## config.mk

```make
export PLATFORM = sky130hd
export DESIGN_NAME = led_pwm_bank
export DESIGN_NICKNAME = d
export VERILOG_FILES = /design/src/rtl/led_pwm_bank.sv
export SDC_FILE = /design/constraint.sdc
export NUM_CORES = 1
export LEC_CHECK = 0
export CORE_MARGIN = 3
export CORE_UTILIZATION = 30
export CTS_CLUSTER_SIZE = 16
export DETAILED_ROUTE_END_ITERATION = 8
export PLACE_DENSITY = 0.57
export SLEW_MARGIN = 0
export SYNTH_ARGS = -nofsm -noshare
export SYNTH_HDL_FRONTEND = slang
export SYNTH_SLANG_ARGS = --single-unit
export TNS_END_PERCENT = 1
```

## constraint.sdc

```tcl
create_clock -name clk -period 2.1 [get_ports clk]
set_input_delay 0.42 -clock clk [delete_from_list [all_inputs] [get_ports clk]]
set_output_delay 0.42 -clock clk [all_outputs]
set_load 0.02 [all_outputs]
```

## src/rtl/led_pwm_bank.sv

```systemverilog
// Multi-channel LED PWM/blink/burst driver: one shared prescaler tick, one lane per output.
// Each lane holds its own mode, period, duty, phase and burst count, loaded by a single write port.

module led_pwm_lane #(
  parameter int WIDTH   = 8,
  parameter int BURST_W = 4
) (
  input  logic               clk,
  input  logic               rst_n,
  input  logic               tick_i,
  input  logic               we_i,
  input  logic [1:0]         mode_i,
  input  logic [WIDTH-1:0]   period_i,
  input  logic [WIDTH-1:0]   duty_i,
  input  logic [BURST_W-1:0] count_i,
  output logic               led_o,
  output logic               busy_o
);
  localparam logic [1:0] M_OFF = 2'b00, M_ON = 2'b01, M_BLINK = 2'b10, M_BURST = 2'b11;

  logic [1:0]         mode_q, mode_d;
  logic [WIDTH-1:0]   period_q, period_d, duty_q, duty_d, phase_q, phase_d;
  logic [BURST_W-1:0] rem_q, rem_d;
  logic               busy_q, busy_d, led_q, led_d;
  logic               active;

  assign active = (mode_q == M_BLINK) || ((mode_q == M_BURST) && busy_q);

  // A write wins over the tick-driven advance on the same edge.
  always_comb begin
    mode_d   = mode_q;
    period_d = period_q;
    duty_d   = duty_q;
    phase_d  = phase_q;
    rem_d    = rem_q;
    busy_d   = busy_q;
    if (we_i) begin
      mode_d   = mode_i;
      period_d = period_i;
      duty_d   = duty_i;
      phase_d  = '0;
      rem_d    = count_i;
      busy_d   = (mode_i == M_BURST) && (count_i != '0);
    end else if (tick_i && active) begin
      if (phase_q == period_q) begin
        phase_d = '0;
        if (busy_q) begin
          rem_d = rem_q - 1'b1;
          if (rem_q == BURST_W'(1)) busy_d = 1'b0;
        end
      end else begin
        phase_d = phase_q + 1'b1;
      end
    end
  end

  always_comb begin
    led_d = 1'b0;
    case (mode_q)
      M_OFF:   led_d = 1'b0;
      M_ON:    led_d = 1'b1;
      M_BLINK: led_d = (phase_q < duty_q);
      M_BURST: led_d = busy_q && (phase_q < duty_q);
      default: led_d = 1'b0;
    endcase
  end

  always_ff @(posedge clk or negedge rst_n) begin
    if (!rst_n) begin
      mode_q   <= M_OFF;
      period_q <= '0;
      duty_q   <= '0;
      phase_q  <= '0;
      rem_q    <= '0;
      busy_q   <= 1'b0;
      led_q    <= 1'b0;
    end else begin
      mode_q   <= mode_d;
      period_q <= period_d;
      duty_q   <= duty_d;
      phase_q  <= phase_d;
      rem_q    <= rem_d;
      busy_q   <= busy_d;
      led_q    <= led_d;
    end
  end

  assign led_o  = led_q;
  assign busy_o = busy_q;
endmodule

module led_pwm_bank #(
  parameter int CHANNELS = 4,
  parameter int WIDTH    = 8,
  parameter int PRESCALE = 1000,
  parameter int BURST_W  = 4,
  localparam int CH_W    = (CHANNELS > 1) ? $clog2(CHANNELS) : 1
) (
  input  logic                clk,
  input  logic                rst_n,
  input  logic                cfg_we,
  input  logic [CH_W-1:0]     cfg_ch,
  input  logic [1:0]          cfg_mode,
  input  logic [WIDTH-1:0]    cfg_period,
  input  logic [WIDTH-1:0]    cfg_duty,
  input  logic [BURST_W-1:0]  cfg_count,
  output logic [CHANNELS-1:0] led,
  output logic [CHANNELS-1:0] busy
);
  localparam int PS_W = $clog2(PRESCALE);
  localparam logic [PS_W-1:0] PS_LAST = PS_W'(PRESCALE - 1);

  logic [PS_W-1:0] cnt_q, cnt_d;
  logic            tick_q;

  assign cnt_d = (cnt_q == PS_LAST) ? '0 : cnt_q + 1'b1;

  // Free-running: configuration writes never disturb the shared tick.
  always_ff @(posedge clk or negedge rst_n) begin
    if (!rst_n) begin
      cnt_q  <= '0;
      tick_q <= 1'b0;
    end else begin
      cnt_q  <= cnt_d;
      tick_q <= (cnt_q == PS_LAST);
    end
  end

  // Addresses at or beyond CHANNELS match no lane, so such writes are dropped.
  for (genvar i = 0; i < CHANNELS; i++) begin : g_lane
    logic we_lane;
    assign we_lane = cfg_we && (cfg_ch == CH_W'(i));

    led_pwm_lane #(.WIDTH(WIDTH), .BURST_W(BURST_W)) u_lane (
      .clk      (clk),
      .rst_n    (rst_n),
      .tick_i   (tick_q),
      .we_i     (we_lane),
      .mode_i   (cfg_mode),
      .period_i (cfg_period),
      .duty_i   (cfg_duty),
      .count_i  (cfg_count),
      .led_o    (led[i]),
      .busy_o   (busy[i])
    );
  end
endmodule
```

==> flow_summary.json, run 1 <==
{
  "grt_overflow": 0,
  "hpwlAfterDp_mm": 13.6,
  "avgViaCountPerCell": 4.67,
  "syn_nets": 869,
  "cp_num_buf_inv": 1,
  "grt_pass1_wl_mm": 30.5,
  "critPathLaunchType": "register",
  "p_switching_mw": 2.08,
  "port_buffers": 34,
  "ir_worst_vdd_uv": 463,
  "seq_area_sq_um": 3480,
  "clk_pin_slew_worst_paths_ns": 0.06,
  "synthFlopType": "dfrtp_1",
  "setup_viol": 0,
  "multi_input_area_sq_um": 3460,
  "ys_types": 49,
  "drive_gt1_frac": 0.100,
  "ys_ff_latch": 139,
  "p_clk_frac": 0.414,
  "post-route-min-period_ns": 1.95,
  "routed_wl_mm": 18.7,
  "grt_max_degree": 47,
  "comb_power_share": 0.151,
  "synthCells": 801,
  "dp.cells": 1165,
  "dr.pass1.iters": 4,
  "whs_path_depth": 1,
  "die_area_sq_um": 26000,
  "max_cap_violations": 0,
  "cts_max_level": 4,
  "diodes": 0,
  "clock_latency_ns": 0.43,
  "worst_slack_ns": 0.151,
  "leakage_nw": 4.10,
  "synthArstFlopShare": 1.00,
  "worst_clock_skew_ns": 0.0123,
  "area_growth_pct": 21.9,
  "status": "completed",
  "swShare": 0.285,
  "critPathCaptureType": "output pin",
  "avgSynthCellArea_sq_um": 9.02,
  "worstPathCellList": "clkdlybuf4s50_1",
  "slowest_stage": "clkdlybuf4s50_1",
  "finalCritPeriodShare": 0.928,
  "antenna_left": 0,
  "synth_area_sq_um": 7230,
  "cts_made_buffers": 17,
  "num_io_pins": 35,
  "cts_tree": "built",
  "seqPwrFrac": 0.435,
  "max-slew-margin-rel": 0.601,
  "grt_usage": 0.150,
  "maxSlewViolCount": 0,
  "antenna_found_initial": 0,
  "rr_worst_depth": 5,
  "yosysSeqAreaShare": 0.481,
  "cp_max_fo": 5,
  "die_w_microns": 161,
  "min_path_type": "reg2reg",
  "tightest_slew_ns": 0.583,
  "crit_family": "buffers and inverters",
  "drc": 0,
  "cp.required_ns": 1.68,
  "crit_cells": 1,
  "ys_warn_count": 0,
  "power_mw": 7.32,
  "drt_iter0_markers": 320,
  "die_h_microns": 161,
  "critical_path_arrival_ns": 1.53,
  "start_util": 0.307,
  "worstSetupPathType": "reg2out",
  "wl_per_cell_microns": 15.6,
  "nNetsFinal": 934,
  "place_congestion": 0.817,
  "p_per_area_nw_per_um2": 832,
  "synth_edf_count": 0,
  "cp_slowest_stage_delay_ns": 0.65,
  "grt_pass1_vias": 5544,
  "ctsRootBufferMaster": "clkbuf_16",
  "core_area_sq_um": 23500,
  "dpl_worst_slack_ns": 0.0340,
  "cts_buffer_depth": 2,
  "cts_num_sinks": 139,
  "stdcell_count": 1198,
  "fill_cells": 2361,
  "utilization": 0.374,
  "fmax_mhz": 513,
  "tns_ns": 0,
  "vias": 5599,
  "ctsResizeCount": 0,
  "finalHoldViolations": 0,
  "rsz0062_at_grt": "false",
  "p_int_mw": 5.24,
  "rows": 56
}
==> layout make-up <==
cell class | instances | share of cell area
Sequential cell | 139 | 0.395
Multi-Input combinational cell | 590 | 0.393
Timing Repair Buffer | 74 | 0.0817
Clock buffer | 18 | 0.0487
Tap cell | 319 | 0.0453
Inverter | 44 | 0.0188
Clock inverter | 14 | 0.0179
==> final timing paths <==
| check | startpoint | to | slack, ns |
|---|---|---|---|
| max in group asynchronous | rst_n | g_lane[1].u_lane.duty_q[6] | 0.96 |
| min reg2reg | cnt_q[0] | cnt_q[0] | 0.47 |
| max reg2reg | g_lane[0].u_lane.period_q[7] | g_lane[0].u_lane.busy_o | 0.18 |
| min | cnt_q[0] | cnt_q[0] | 0.47 |
| min in group asynchronous | rst_n | g_lane[0].u_lane.rem_q[0] | 0.52 |
| max | g_lane[2].u_lane.busy_o | busy[2] | 0.15 |
==> per-stage QoR <==
stage / cell area (sq um) / hold slack (ns)
6_report: 8810 / 0.467
3_5_place_dp: 8210 / 0.405
5_1_grt: 8810 / 0.492
3_3_place_gp: 8210 / 0.405
2_1_floorplan: 7230 / 0.124
4_1_cts: 8810 / 0.466
==> cell families after synthesis <==
| kind of cell | count (synthesis) | synth area share |
|---|---|---|
| mux | 1 | 0.00156 |
| flops | 139 | 0.481 |
| fa+ha+maj | 41 | 0.0710 |
| buf+inv | 72 | 0.0416 |
| simple gates | 383 | 0.243 |
| compound gates | 94 | 0.0753 |
| xor+xnor | 71 | 0.0861 |
==> what timing repair did <==
item,CTS,global route
endpoints found under the hold margin,41,0
hold buffers,1,0
setup buffers,0,0
==> power groups by stage <==
stage                     Combinational (mW)  Sequential, mW  Clock (mW)
after floorplan                        0.740            3.17           0
after global placement                  1.10            3.23           0
after detailed placement                1.12            3.23           0
after CTS                               1.13            3.18        3.09
after global routing                    1.26            3.22        3.19
final                                   1.11            3.19        3.03
==> sequential cells by signal (all words and copies together), names as in the netlist <==
signal                  cells
g_lane.u_lane.mode_q        8
tick_q                      1
g_lane.u_lane.period_q     32
g_lane.u_lane.led_o         4
g_lane.u_lane.rem_q        16
g_lane.u_lane.busy_o        4
cnt_q                      10
g_lane.u_lane.duty_q       32
g_lane.u_lane.phase_q      32
==> metal layers <==
layer,wire (microns),global-route usage,vias to the layer above
met3,717,0.0321,27
met5,0,0,-
met2,8790,0.244,118
met1,8740,0.200,2661
li1,-,-,2793
met4,453,0.0536,0
==> cells in the final DEF, fill, tap and decap left out, types with 6 or more instances in the layout <==
cell               n
nand2_1          206
dfrtp_1          139
nor2_1            62
inv_1             44
xor2_1            43
o21ai_0           41
ha_1              41
clkdlybuf4s50_1   33
buf_4             33
nand3_1           28
xnor2_1           28
clkbuf_16         17
nand4_1           16
a21oi_1           16
nor3_1            13
o21ai_1            8
nor2b_1            7
inv_6              7
nand2b_1           6
buf_12             6
==> synth_stat cells, types with 2 or more instances <==
| cell type | instances | area share |
|---|---|---|
| a211oi_1 | 4 | 0.0042 |
| a21o_1 | 4 | 0.0042 |
| a21oi_1 | 16 | 0.011 |
| a31oi_1 | 4 | 0.0035 |
| and2_1 | 5 | 0.0043 |
| and3_1 | 3 | 0.0026 |
| buf_4 | 8 | 0.0083 |
| clkbuf_1 | 20 | 0.010 |
| dfrtp_1 | 139 | 0.48 |
| ha_1 | 41 | 0.071 |
| inv_1 | 44 | 0.023 |
| nand2_1 | 206 | 0.11 |
| nand2b_1 | 6 | 0.0052 |
| nand3_1 | 28 | 0.019 |
| nand3b_1 | 4 | 0.0042 |
| nand4_1 | 16 | 0.014 |
| nand4b_1 | 2 | 0.0024 |
| nor2_1 | 64 | 0.033 |
| nor2b_1 | 7 | 0.0061 |
| nor3_1 | 13 | 0.0090 |
| nor3b_1 | 2 | 0.0021 |
| nor4_1 | 4 | 0.0035 |
| nor4_2 | 3 | 0.0052 |
| nor4b_1 | 2 | 0.0024 |
| o211ai_1 | 5 | 0.0052 |
| o21ai_0 | 41 | 0.028 |
| o21ai_1 | 8 | 0.0055 |
| o22ai_1 | 3 | 0.0026 |
| o311ai_0 | 2 | 0.0024 |
| o311ai_1 | 2 | 0.0024 |
| or2_2 | 4 | 0.0035 |
| or3_1 | 5 | 0.0043 |
| xnor2_1 | 28 | 0.034 |
| xor2_1 | 43 | 0.052 |
(Power assumes the default switching activity.)
==> inputs of run 2 (changes only) <==
--- a/config.mk
+++ b/config.mk
@@ -5,12 +5,13 @@
 export SDC_FILE = /design/constraint.sdc
 export NUM_CORES = 1
 export LEC_CHECK = 0
+export ABC_AREA = 1
 export CORE_MARGIN = 3
 export CORE_UTILIZATION = 30
 export CTS_CLUSTER_SIZE = 16
 export DETAILED_ROUTE_END_ITERATION = 8
 export PLACE_DENSITY = 0.57
-export SLEW_MARGIN = 0
+export SLEW_MARGIN = 20
 export SYNTH_ARGS = -nofsm -noshare
 export SYNTH_HDL_FRONTEND = slang
 export SYNTH_SLANG_ARGS = --single-unit
==> flow_summary.json, run 2 <==
{
  "seq_area_sq_um": 3480,
  "finalHoldViolations": 0,
  "ys_warn_count": 0,
  "port_buffers": 34,
  "fmax_mhz": 523,
  "drt_iter0_markers": 382,
  "grt_pass1_wl_mm": 32.5,
  "synthCells": 1046,
  "synth_area_sq_um": 7790,
  "muxShareOfSynthArea": 0,
  "diodes": 0,
  "reg_top3": "g_lane.u_lane.duty_q x32, g_lane.u_lane.period_q x32, g_lane.u_lane.phase_q x32",
  "clk_pin_slew_worst_paths_ns": 0.06,
  "maxSlewViolCount": 0,
  "stdcell_count": 1440,
  "dr.pass1.iters": 7,
  "synthFlopType": "dfrtp_1",
  "grt_max_degree": 58,
  "ir_worst_vdd_uv": 414,
  "cp_max_fo": 4,
  "die_h_microns": 167,
  "critical_path_arrival_ns": 1.49,
  "regToRegSetupSlack_ns": 0.43,
  "p_int_mw": 6.06,
  "ys_ff_latch": 139,
  "synthTopCellsByArea": "dfrtp_1 45%, nand2_1 18%, inv_1 7.2%",
  "mostFrequentLayoutCells": "378 x nand2_1, 150 x inv_1, 139 x dfrtp_1",
  "whs_path_depth": 2,
  "synthArstFlopShare": 1.00,
  "ys_types": 27,
  "wl_per_cell_microns": 13.6,
  "antenna_found_initial": 0,
  "hp-start": "g_lane[0].u_lane.rem_q[3]",
  "grt_pass1_vias": 6221,
  "p_per_area_nw_per_um2": 950,
  "syn_nets": 1114,
  "finalCritPeriodShare": 0.910,
  "layout_commonest_cell": "nand2_1",
  "fill_cells": 2664,
  "swShare": 0.314,
  "place_congestion": 0.831,
  "cts_max_level": 4,
  "yosysSeqAreaShare": 0.447,
  "synth-simple-area-share": 0.267,
  "routed_wl_mm": 19.5,
  "vias": 6506,
  "area_growth_pct": 19.3,
  "tns_ns": 0,
  "dpl-instance-area_sq_um": 8650,
  "postLayoutCellArea_sq_um": 9290,
  "cp.required_ns": 1.68,
  "post-route-min-period_ns": 1.91,
  "antenna_left": 0,
  "grt_overflow": 0,
  "critPathLaunchType": "register",
  "die_w_microns": 167,
  "max_cap_violations": 0,
  "worstPathCellList": "clkdlybuf4s50_1",
  "synth_edf_count": 0,
  "status": "completed",
  "synthAdderAreaFrac": 0.0659,
  "rows": 58,
  "synth_top_cells_by_count": "378 x nand2_1, 150 x inv_1, 139 x dfrtp_1",
  "leakage_nw": 4.78,
  "whs_endpoint": "g_lane[0].u_lane.rem_q[3]",
  "dpl_worst_slack_ns": 0.0303,
  "comb_power_share": 0.225,
  "nNetsFinal": 1165,
  "yosysTopAreaCell": "dfrtp_1",
  "cts_hold_buf": 1,
  "clock_latency_ns": 0.42,
  "cts_tree": "built",
  "p_clk_frac": 0.368,
  "multi_input_area_sq_um": 3550,
  "worst_slack_ns": 0.189,
  "synth_compound_area_frac": 0.0942,
  "worstSetupPathType": "reg2out",
  "crit_family": "buffers and inverters",
  "core_area_sq_um": 25300,
  "r2r_end": "g_lane[3].u_lane.rem_q[1]",
  "num_io_pins": 35,
  "yosysTopAreaCellShare": 0.447,
  "seqPwrFrac": 0.407,
  "cp_num_buf_inv": 1,
  "cts_num_sinks": 139,
  "synth_most_common_cell": "nand2_1",
  "synth_top_family_by_area": "simple AND/OR/NAND/NOR gates",
  "drive_gt1_frac": 0.0658,
  "rsz0062_at_grt": "false",
  "min_path_type": "reg2reg",
  "cp_slowest_stage_delay_ns": 0.64,
  "cts_setup_buffers": 0,
  "rr_startpoint": "g_lane[3].u_lane.phase_q[3]",
  "die_area_sq_um": 27900,
  "dp.cells": 1407,
  "worst_clock_skew_ns": 0.0114,
  "avgSynthCellArea_sq_um": 7.44,
  "cts_made_buffers": 17,
  "synth_xor_area_frac": 0.0281,
  "drc": 0,
  "slowest_stage": "clkdlybuf4s50_1",
  "p_switching_mw": 2.77,
  "hpwlAfterDp_mm": 14.2,
  "startpoint": "g_lane[0].u_lane.busy_o",
  "tightest_slew_ns": 0.463,
  "rr_worst_depth": 8,
  "critPathCaptureType": "output pin",
  "grt_usage": 0.145,
  "ctsRootBufferMaster": "clkbuf_16",
  "cts_buffer_depth": 2,
  "avgViaCountPerCell": 4.52,
  "setup_viol": 0,
  "max-slew-margin-rel": 0.691,
  "ctsResizeCount": 0,
  "start_util": 0.307
}
## run 2: cell types whose count changed after synthesis, moves of 9 or more
cell     delta
nand2_1   +172
inv_1     +106
o21ai_0    +59
nand3_1    +47
xor2_1     -37
nor2_1     -27
a21oi_1    +19
nor3_1     -12
buf_2       +9
xnor2_1     -9
## run 2: worst max path at each step
stage	cells past startpoint	to	slack [ns]
4_1_cts	1	busy[0]	0.17
3_3_place_gp	7	g_lane[3].u_lane.rem_q[0]	0.05
6_report	1	busy[0]	0.19
5_1_grt	1	busy[3]	0.12
3_5_place_dp	10	g_lane[0].u_lane.phase_q[3]	0.03
2_1_floorplan	8	g_lane[0].u_lane.phase_q[1]	0.66
## run 2: power groups by stage
stage               Combinational, mW  Sequential, mW  Clock (mW)
floorplan                        1.48            3.50           0
CTS                              2.01            3.59        3.31
detailed placement               1.99            3.63           0
global route                     2.34            3.67        3.43
global placement                 1.96            3.63           0
finish                           1.99            3.59        3.25
## run 2: layout make-up
cell class	instances	share of cell area
flip-flops and latches	139	0.374
well taps	330	0.0444
clock buffers	21	0.0496
repair buffers	66	0.0696
clock inverters	11	0.0179
multi-input cells	719	0.382
inverters	154	0.0622
## run 2: logic make-up after synthesis
group	count (synthesis)
adder cells (fa/ha/maj)	41
buffers and inverters	188
XOR/XNOR	25
flip-flops	139
AND/OR/NAND/NOR	510
AO/OA/AOI/OAI	143
## run 2: per-stage QoR
| step | utilization | hold WS [ns] | power, mW |
|---|---|---|---|
| after floorplan | - | 0.124 | 4.98 |
| after global placement | 0.342 | 0.390 | 5.58 |
| after detailed placement | 0.342 | 0.388 | 5.62 |
| after CTS | 0.367 | 0.476 | 8.91 |
| after global routing | 0.367 | 0.509 | 9.45 |
| final | 0.367 | 0.476 | 8.83 |
## run 2: routing by layer
layer | vias up | share of wire | wire length, microns | global-route usage
met1 | 3016 | 0.51 | 9880 | 0.205
met5 | - | 0 | 0 | 0
met2 | 102 | 0.45 | 8720 | 0.229
met3 | 18 | 0.035 | 691 | 0.0326
li1 | 3370 | - | - | -
met4 | 0 | 0.013 | 247 | 0.0352
==> inputs of run 3 (changes only) <==
--- a/config.mk
+++ b/config.mk
@@ -6,11 +6,11 @@
 export NUM_CORES = 1
 export LEC_CHECK = 0
 export ABC_AREA = 1
-export CORE_MARGIN = 3
-export CORE_UTILIZATION = 30
+export CORE_MARGIN = 2
+export CORE_UTILIZATION = 61
 export CTS_CLUSTER_SIZE = 16
 export DETAILED_ROUTE_END_ITERATION = 8
-export PLACE_DENSITY = 0.57
+export PLACE_DENSITY = 0.92
 export SLEW_MARGIN = 20
 export SYNTH_ARGS = -nofsm -noshare
 export SYNTH_HDL_FRONTEND = slang
==> flow_summary.json, run 3 (synthesis gave the netlist of run 2 again) <==
{
  "holdWs_ns": 0.478,
  "start_util": 0.622,
  "cts_max_level": 4,
  "tightest_slew_ns": 0.497,
  "die_h_microns": 117,
  "worst_slack_ns": 0.181,
  "avgViaCountPerCell": 5.46,
  "tns_ns": 0,
  "cp_slowest_stage_delay_ns": 0.64,
  "crit_cells": 1,
  "grt_pass1_vias": 6741,
  "rsz0062_at_grt": "false",
  "slowest_stage": "clkdlybuf4s50_1",
  "drc": 0,
  "rows": 41,
  "cp_num_buf_inv": 1,
  "cts_buffer_depth": 2,
  "cts_setup_buffers": 0,
  "finalCritPeriodShare": 0.914,
  "wl_per_cell_microns": 15.0,
  "nNetsFinal": 1161,
  "vias": 6979,
  "finalHoldViolations": 0,
  "max_cap_violations": 0,
  "grt_max_degree": 46,
  "clock_latency_ns": 0.44,
  "area_growth_pct": 15.5,
  "cts_num_sinks": 139,
  "max-slew-margin-rel": 0.665,
  "hpwlAfterDp_mm": 13.4,
  "postLayoutCellArea_sq_um": 8990,
  "whs_path_depth": 2,
  "ctsResizeCount": 0,
  "dpl-instance-area_sq_um": 8400,
  "fmax_mhz": 521,
  "grt_usage": 0.307,
  "power_mw": 8.65,
  "layout_commonest_cell": "nand2_1",
  "leakage_nw": 4.72,
  "antenna_found_initial": 0,
  "drive_gt1_frac": 0.0615,
  "min_path_type": "reg2reg",
  "cts_made_buffers": 17,
  "ir_worst_vdd_uv": 700,
  "post-route-min-period_ns": 1.92,
  "p_per_area_nw_per_um2": 962,
  "die_w_microns": 117,
  "grt_overflow": 0,
  "port_buffers": 34,
  "ctsRootBufferMaster": "clkbuf_16",
  "worst_clock_skew_ns": 0.00793,
  "cp.required_ns": 1.68,
  "crit_family": "buffers and inverters",
  "rr_worst_depth": 8,
  "mostFrequentLayoutCells": "378 x nand2_1, 150 x inv_1, 139 x dfrtp_1",
  "cts_hold_buf": 1,
  "setup_viol": 0,
  "dr.pass1.iters": 6,
  "routed_wl_mm": 19.2,
  "core_area_sq_um": 12500,
  "dpl_worst_slack_ns": -0.0552,
  "cp_max_fo": 4,
  "reg_top3": "g_lane.u_lane.duty_q x32, g_lane.u_lane.period_q x32, g_lane.u_lane.phase_q x32",
  "die_area_sq_um": 13700,
  "critPathLaunchType": "register",
  "antenna_left": 0,
  "drt_iter0_markers": 650,
  "critical_path_arrival_ns": 1.50,
  "worstSetupPathType": "reg2out",
  "maxSlewViolCount": 0,
  "status": "completed",
  "critPathCaptureType": "output pin",
  "worstPathCellList": "clkdlybuf4s50_1",
  "clk_pin_slew_worst_paths_ns": 0.06,
  "diodes": 0,
  "num_io_pins": 35,
  "cts_tree": "built",
  "grt_pass1_wl_mm": 31.8,
  "place_congestion": 0.922
}
==> run 3: stage by stage <==
step | util | instances
6_report | 0.718 | 1278
5_1_grt | 0.718 | 1278
4_1_cts | 0.718 | 1278
3_5_place_dp | 0.671 | 1245
3_3_place_gp | 0.671 | 1245
2_1_floorplan | - | 1046
==> run 3: path summary, 6_finish.rpt <==
kind                                             startpoint                           to  slack (ns)
worst max register to register  g_lane[2].u_lane.phase_q[6]    g_lane[2].u_lane.rem_q[1]        0.25
max in group asynchronous                             rst_n                     cnt_q[8]        1.03
worst min-delay path              g_lane[0].u_lane.rem_q[1]    g_lane[0].u_lane.rem_q[1]        0.48
worst max-delay path                g_lane[0].u_lane.busy_o                      busy[0]        0.18
worst min register to register    g_lane[0].u_lane.rem_q[1]    g_lane[0].u_lane.rem_q[1]        0.48
min in group asynchronous                             rst_n  g_lane[3].u_lane.phase_q[5]        0.49
==> run 3: cell type report <==
class                   instances  area [sq um]
well taps                     172           215
inverters                     154           578
flip-flops and latches        139          3480
clock buffers                  22           464
multi-input cells             719          3550
clock inverters                10           118
fillers                       931          3520
repair buffers                 62           592
==> run 3: layer usage <==
layer / track usage / up-vias / share of wire
met3: 0.0829 / 74 / 0.070
met2: 0.517 / 267 / 0.49
met1: 0.370 / 3266 / 0.40
li1: - / 3372 / -
met4: 0.138 / 0 / 0.042
met5: 0 / - / 0
==> run 3: power by group <==
| part | internal [mW] | switching, mW | leakage [nW] | total, mW |
|---|---|---|---|---|
| clock | 1.81 | 1.17 | 0.272 | 2.98 |
| sequential | 3.16 | 0.448 | 1.76 | 3.60 |
| combinational | 0.851 | 1.22 | 2.68 | 2.07 |
| total | 5.81 | 2.84 | 4.72 | 8.65 |
==> run 3: worst min-delay path, delay by kind of cell (launching register included) <==
kind | cells | cell delay, ns
flip-flops | 1 | 0.35
AND/OR/NAND/NOR | 2 | 0.09
